$ cat src/rtl/mem_port_arbiter.sv
// ============================================================================
// Module   : mem_port_arbiter
// Brief    : Round-robin arbiter sharing one fixed-latency memory port
//            between the CPU datapath and the character I/O engine.
// Revision : 1.0  initial release
// ============================================================================
`default_nettype none

module mem_port_arbiter #(
  parameter int ADDR_W  = 32,
  parameter int DATA_W  = 32,
  parameter int MEM_LAT = 1
) (
  input  logic              clk,
  input  logic              reset,
  input  logic              cpu_req,
  input  logic              cpu_we,
  input  logic [ADDR_W-1:0] cpu_addr,
  input  logic [DATA_W-1:0] cpu_wdata,
  output logic [DATA_W-1:0] cpu_rdata,
  output logic              cpu_ready,
  input  logic              io_req,
  input  logic              io_we,
  input  logic [ADDR_W-1:0] io_addr,
  input  logic [DATA_W-1:0] io_wdata,
  output logic [DATA_W-1:0] io_rdata,
  output logic              io_ready,
  output logic [ADDR_W-1:0] mem_addr,
  output logic [DATA_W-1:0] mem_wdata,
  output logic              mem_re,
  output logic              mem_we,
  input  logic [DATA_W-1:0] mem_rdata,
  output logic              busy
);

  localparam int              CNT_W    = (MEM_LAT > 1) ? $clog2(MEM_LAT) : 1;
  localparam logic [CNT_W-1:0] CNT_LOAD = CNT_W'(MEM_LAT - 1);

  typedef enum logic [1:0] {
    IDLE   = 2'd0,
    ACCESS = 2'd1,
    DONE   = 2'd2
  } state_e;

  state_e              state_q, state_d;
  logic                owner_io_q, owner_io_d;
  logic                last_io_q, last_io_d;
  logic [CNT_W-1:0]    cnt_q, cnt_d;
  logic [ADDR_W-1:0]   mem_addr_q, mem_addr_d;
  logic [DATA_W-1:0]   mem_wdata_q, mem_wdata_d;
  logic                mem_re_q, mem_re_d;
  logic                mem_we_q, mem_we_d;
  logic [DATA_W-1:0]   cpu_rdata_q, cpu_rdata_d;
  logic [DATA_W-1:0]   io_rdata_q, io_rdata_d;
  logic                cpu_ready_q, cpu_ready_d;
  logic                io_ready_q, io_ready_d;
  logic                busy_q, busy_d;
  logic                grant_io;
  logic                grant_we;

  always_comb begin
    state_d     = state_q;
    owner_io_d  = owner_io_q;
    last_io_d   = last_io_q;
    cnt_d       = cnt_q;
    mem_addr_d  = mem_addr_q;
    mem_wdata_d = mem_wdata_q;
    mem_re_d    = mem_re_q;
    mem_we_d    = mem_we_q;
    cpu_rdata_d = cpu_rdata_q;
    io_rdata_d  = io_rdata_q;
    cpu_ready_d = 1'b0;
    io_ready_d  = 1'b0;
    busy_d      = busy_q;
    // IO wins only when alone or when the CPU was served last.
    grant_io    = io_req & (~cpu_req | ~last_io_q);
    grant_we    = grant_io ? io_we : cpu_we;

    case (state_q)
      IDLE: begin
        if (cpu_req || io_req) begin
          state_d     = ACCESS;
          owner_io_d  = grant_io;
          last_io_d   = grant_io;
          cnt_d       = CNT_LOAD;
          mem_addr_d  = grant_io ? io_addr  : cpu_addr;
          mem_wdata_d = grant_io ? io_wdata : cpu_wdata;
          mem_re_d    = ~grant_we;
          mem_we_d    = grant_we;
          busy_d      = 1'b1;
        end
      end
      ACCESS: begin
        if (cnt_q != '0) begin
          cnt_d = cnt_q - 1'b1;
        end else begin
          if (!mem_we_q) begin
            if (owner_io_q) io_rdata_d  = mem_rdata;
            else            cpu_rdata_d = mem_rdata;
          end
          mem_re_d    = 1'b0;
          mem_we_d    = 1'b0;
          cpu_ready_d = ~owner_io_q;
          io_ready_d  = owner_io_q;
          state_d     = DONE;
        end
      end
      DONE: begin
        state_d = IDLE;
        busy_d  = 1'b0;
      end
      default: begin
        state_d  = IDLE;
        mem_re_d = 1'b0;
        mem_we_d = 1'b0;
        busy_d   = 1'b0;
      end
    endcase
  end

  always_ff @(posedge clk) begin
    if (reset) begin
      state_q     <= IDLE;
      owner_io_q  <= 1'b0;
      last_io_q   <= 1'b1;
      cnt_q       <= '0;
      mem_addr_q  <= '0;
      mem_wdata_q <= '0;
      mem_re_q    <= 1'b0;
      mem_we_q    <= 1'b0;
      cpu_rdata_q <= '0;
      io_rdata_q  <= '0;
      cpu_ready_q <= 1'b0;
      io_ready_q  <= 1'b0;
      busy_q      <= 1'b0;
    end else begin
      state_q     <= state_d;
      owner_io_q  <= owner_io_d;
      last_io_q   <= last_io_d;
      cnt_q       <= cnt_d;
      mem_addr_q  <= mem_addr_d;
      mem_wdata_q <= mem_wdata_d;
      mem_re_q    <= mem_re_d;
      mem_we_q    <= mem_we_d;
      cpu_rdata_q <= cpu_rdata_d;
      io_rdata_q  <= io_rdata_d;
      cpu_ready_q <= cpu_ready_d;
      io_ready_q  <= io_ready_d;
      busy_q      <= busy_d;
    end
  end

  assign mem_addr  = mem_addr_q;
  assign mem_wdata = mem_wdata_q;
  assign mem_re    = mem_re_q;
  assign mem_we    = mem_we_q;
  assign cpu_rdata = cpu_rdata_q;
  assign io_rdata  = io_rdata_q;
  assign cpu_ready = cpu_ready_q;
  assign io_ready  = io_ready_q;
  assign busy      = busy_q;

endmodule

`default_nettype wire

$ cat config.mk
export PLATFORM = sky130hd
export DESIGN_NAME = mem_port_arbiter
export DESIGN_NICKNAME = d
export VERILOG_FILES = /design/src/rtl/mem_port_arbiter.sv
export SDC_FILE = /design/constraint.sdc
export NUM_CORES = 1
export LEC_CHECK = 0
export BUFFER_PORTS_ARGS = -buffer_cell sky130_fd_sc_hd__buf_2
export CAP_MARGIN = 20
export CORE_AREA = 3 3 114 116
export CTS_CLUSTER_DIAMETER = 40
export DETAILED_ROUTE_END_ITERATION = 6
export DIE_AREA = 0 0 117 119
export GPL_TIMING_DRIVEN = 0
export PLACE_DENSITY_LB_ADDON = 0.3
export SLEW_MARGIN = 20
export SYNTH_ARGS = -nofsm -noshare
export SYNTH_HDL_FRONTEND = slang
export SYNTH_SLANG_ARGS = --single-unit
$ cat constraint.sdc
create_clock -name clk -period 4.4 [get_ports clk]
set_input_delay 0.22 -clock clk [delete_from_list [all_inputs] [get_ports clk]]
set_output_delay 0.22 -clock clk [all_outputs]
set_load 0.005 [all_outputs]
==> results.ini <==
[outcome]
status = completed

[place]
place_inst = 1125
finalWeightedCongestion = 0.869
dp_hpwl_um = 13900
dp_slack_ns = 2.60
io_buffers = 297

[layout]
drive_above_1_share_pct = 36.9
fin_cells = 1157
nFillCells = 1115
syn_to_final_growth_pct = 42.3
finalNetCount = 1163
diodes = 0

[critical_path]
cp_slowest_stage_delay_ns = 0.30
worst_path_max_delay_cell = dfxtp_1
path_common_cell = buf_4
crit_fanout = 10
end_kind = register
startpoint_type = register
cp.arrival_ns = 1.98
critical_path_required_ns = 4.71
crit_type = reg -> reg
r2r-start = state_q[1]
path_cells = buf_4 > nor2_2 > buf_4 > buf_2 > a21oi_1 > a311oi_1
rr_worst_depth = 6
rr_endpoint = mem_wdata[0]
r2r_setup_slack_ns = 2.72

[synth]
syn_inst = 681
synth_top_area_share_pct = 50.6
syn_area_per_cell_um2 = 7.96
synth_warnings = 0
ys_seq_elements = 137
ys.flop_type = dfxtp_1
yosysTopAreaCell = dfxtp_1
synth_edf_count = 0
syn_area_um2 = 5420
netlist_top_cells_area = dfxtp_1, nand2_1, a21oi_1
synth-async-reset-ratio_pct = 0
ys_seq_area_share_pct = 50.6
synth_cell_type_count = 29
synth_fp_nets = 847

[clock_network]
ctsHtreeMaxLevel = 4
cts.clk_slew.worst_paths_ns = 0.06
cts_max_path_buffers = 2
post_cts_buffers = 0
tritoncts = done
clock_latency_ns = 0.41
cts.sinks = 137
cts_buffers = 17
cts_root_buf = clkbuf_16
postCtsHoldBufs = 0
post_cts_resized = 0

[timing]
layout_setup_ws_ns = 2.72
fmax_mhz = 596
relSlewSlack_pct = 64.1
whs_ns = 0.0513
slew_viol_final = 0
grt_setup_unrepaired = false
tightest_slew_ns = 0.539
min_period_over_period_pct = 38.1
period_minus_slack_ns = 1.68
finalSetupViolations = 0
skew_ns = 0.00511
setup_tns_ns = 0
hold_viol_final = 0

[power]
ir_worst_vdd_v = 0.000213
leakage_nw = 3.63
total_power_w = 0.00342
p_per_area_nw_per_um2 = 444

[routing]
dr_total_vias = 6068
vias_per_cell = 5.24
drc = 0
post_drt_wl_per_cell_um = 15.9
postRouteAntennaNets = 0
drt_first_iter_violations = 416
dr.pass1.iters = 5
routed_wl_um = 18400

[floorplanning]
core-area_um2 = 12000
die_area_um2 = 13900
start_util_pct = 45.1
io_pins = 299
chipWidth_um = 117
rows = 40
die_h_um = 119

[worst_hold_path]
hold-path-endpoint = io_rdata[4]
holdCritStartpoint = mem_rdata[4]
hold_path.class = in -> reg
worstHoldPathCells = 3

[global_routing]
grt_usage_pct = 26.0
antenna_found_initial = 0
grt_overflow = 0
grt_pass1_wl_um = 28600
grt_pass1_vias = 5717
grt_max_degree = 17

[run]
max_cap_violations = 0

-- cell families (layout without fill, tap and decap cells) --
family,count (synthesis),after routing,share of synthesized area [%]
flops,137,137,50.6
mux,1,1,0.208
compound gates,203,203,23.6
simple gates,273,273,19.9
buf+inv,67,396,5.66
-- final cells by class --
type / instances / area [um2] / area share, %
buffer: 66 / 303 / 3.93
timing repair buffer: 297 / 1490 / 19.3
sequential: 137 / 2740 / 35.6
inverter: 1 / 3.75 / 0.0487
clock inverter: 15 / 198 / 2.56
clock buffer: 17 / 425 / 5.52
multi-input combinational: 477 / 2370 / 30.7
tap: 147 / 184 / 2.39
-- per-stage QoR --
step	util (%)	instance area, um2
2_1_floorplan	-	5420
3_3_place_gp	59.0	7090
3_5_place_dp	59.0	7090
4_1_cts	64.2	7710
5_1_grt	64.2	7710
6_report	64.2	7710
-- critical path, delay by kind of cell, from the launching register on --
family / cells / cell delay [ns]
AOI/OAI and AO/OA: 2 / 0.38
buffers and inverters: 3 / 0.63
DFF: 1 / 0.30
and+or+nand+nor: 1 / 0.25
-- state kept, by name (all words and copies together), names as in the netlist --
name,cells
mem_we,1
io_ready,1
mem_wdata,32
state_q,2
busy,1
last_io_q,1
cpu_rdata,32
cpu_ready,1
mem_re,1
io_rdata,32
owner_io_q,1
mem_addr,32
-- synthesized netlist by cell type (2+ instances only) --
cell type,number
nand2_1,258
a311oi_1,64
buf_2,35
buf_4,3
dfxtp_1,137
clkbuf_1,28
a21oi_1,131
nor2_1,3
o31ai_1,2
-- metal layers --
layer / up-vias / track usage, % / part of all wire (%) / routed length (um)
met5: - / 0 / 0 / 0
met4: 0 / 10.7 / 3.3 / 611
met3: 45 / 7.62 / 7.3 / 1350
met2: 245 / 44.1 / 50 / 9140
met1: 2782 / 30.3 / 40 / 7320
li1: 2996 / - / - / -
-- report_power, final --
part,total (W),internal (W),switching [W]
sequential,0.00139,0.00134,0.0000535
combinational,0.000533,0.000235,0.000298
clock,0.00150,0.000950,0.000546
-- worst max path at each step --
stage	from	to	slack, ns	cells past startpoint
2_1_floorplan	state_q[0]	cpu_rdata[10]	3.01	5
3_3_place_gp	reset	cpu_rdata[4]	2.63	4
3_5_place_dp	reset	cpu_rdata[3]	2.60	4
4_1_cts	state_q[1]	mem_wdata[0]	2.65	6
5_1_grt	state_q[1]	mem_wdata[22]	2.51	5
6_report	state_q[1]	mem_wdata[0]	2.72	6
-- cells in the final DEF, fill, tap and decap left out, drive strengths merged --
cell type | netlist | final
a32o | 1 | 1
a21oi | 131 | 131
and4bb | 1 | 1
nand2 | 258 | 258
a21bo | 1 | 1
o211ai | 1 | 1
clkinvlp | 0 | 3
mux2 | 1 | 1
and3 | 1 | 1
nand4bb | 1 | 1
clkinv | 0 | 4
and2 | 1 | 1
nor2b | 1 | 1
nor2 | 4 | 4
nor3 | 1 | 1
buf | 38 | 335
a21boi | 1 | 1
clkbuf | 28 | 45
bufinv | 0 | 4
or2 | 1 | 1
inv | 1 | 5
dfxtp | 137 | 137
o31ai | 2 | 2
or4b | 1 | 1
o21ai | 1 | 1
nand2b | 1 | 1
nor4b | 1 | 1
a311oi | 64 | 64
o21a | 1 | 1
nor3b | 1 | 1
(Power assumes the default switching activity.)
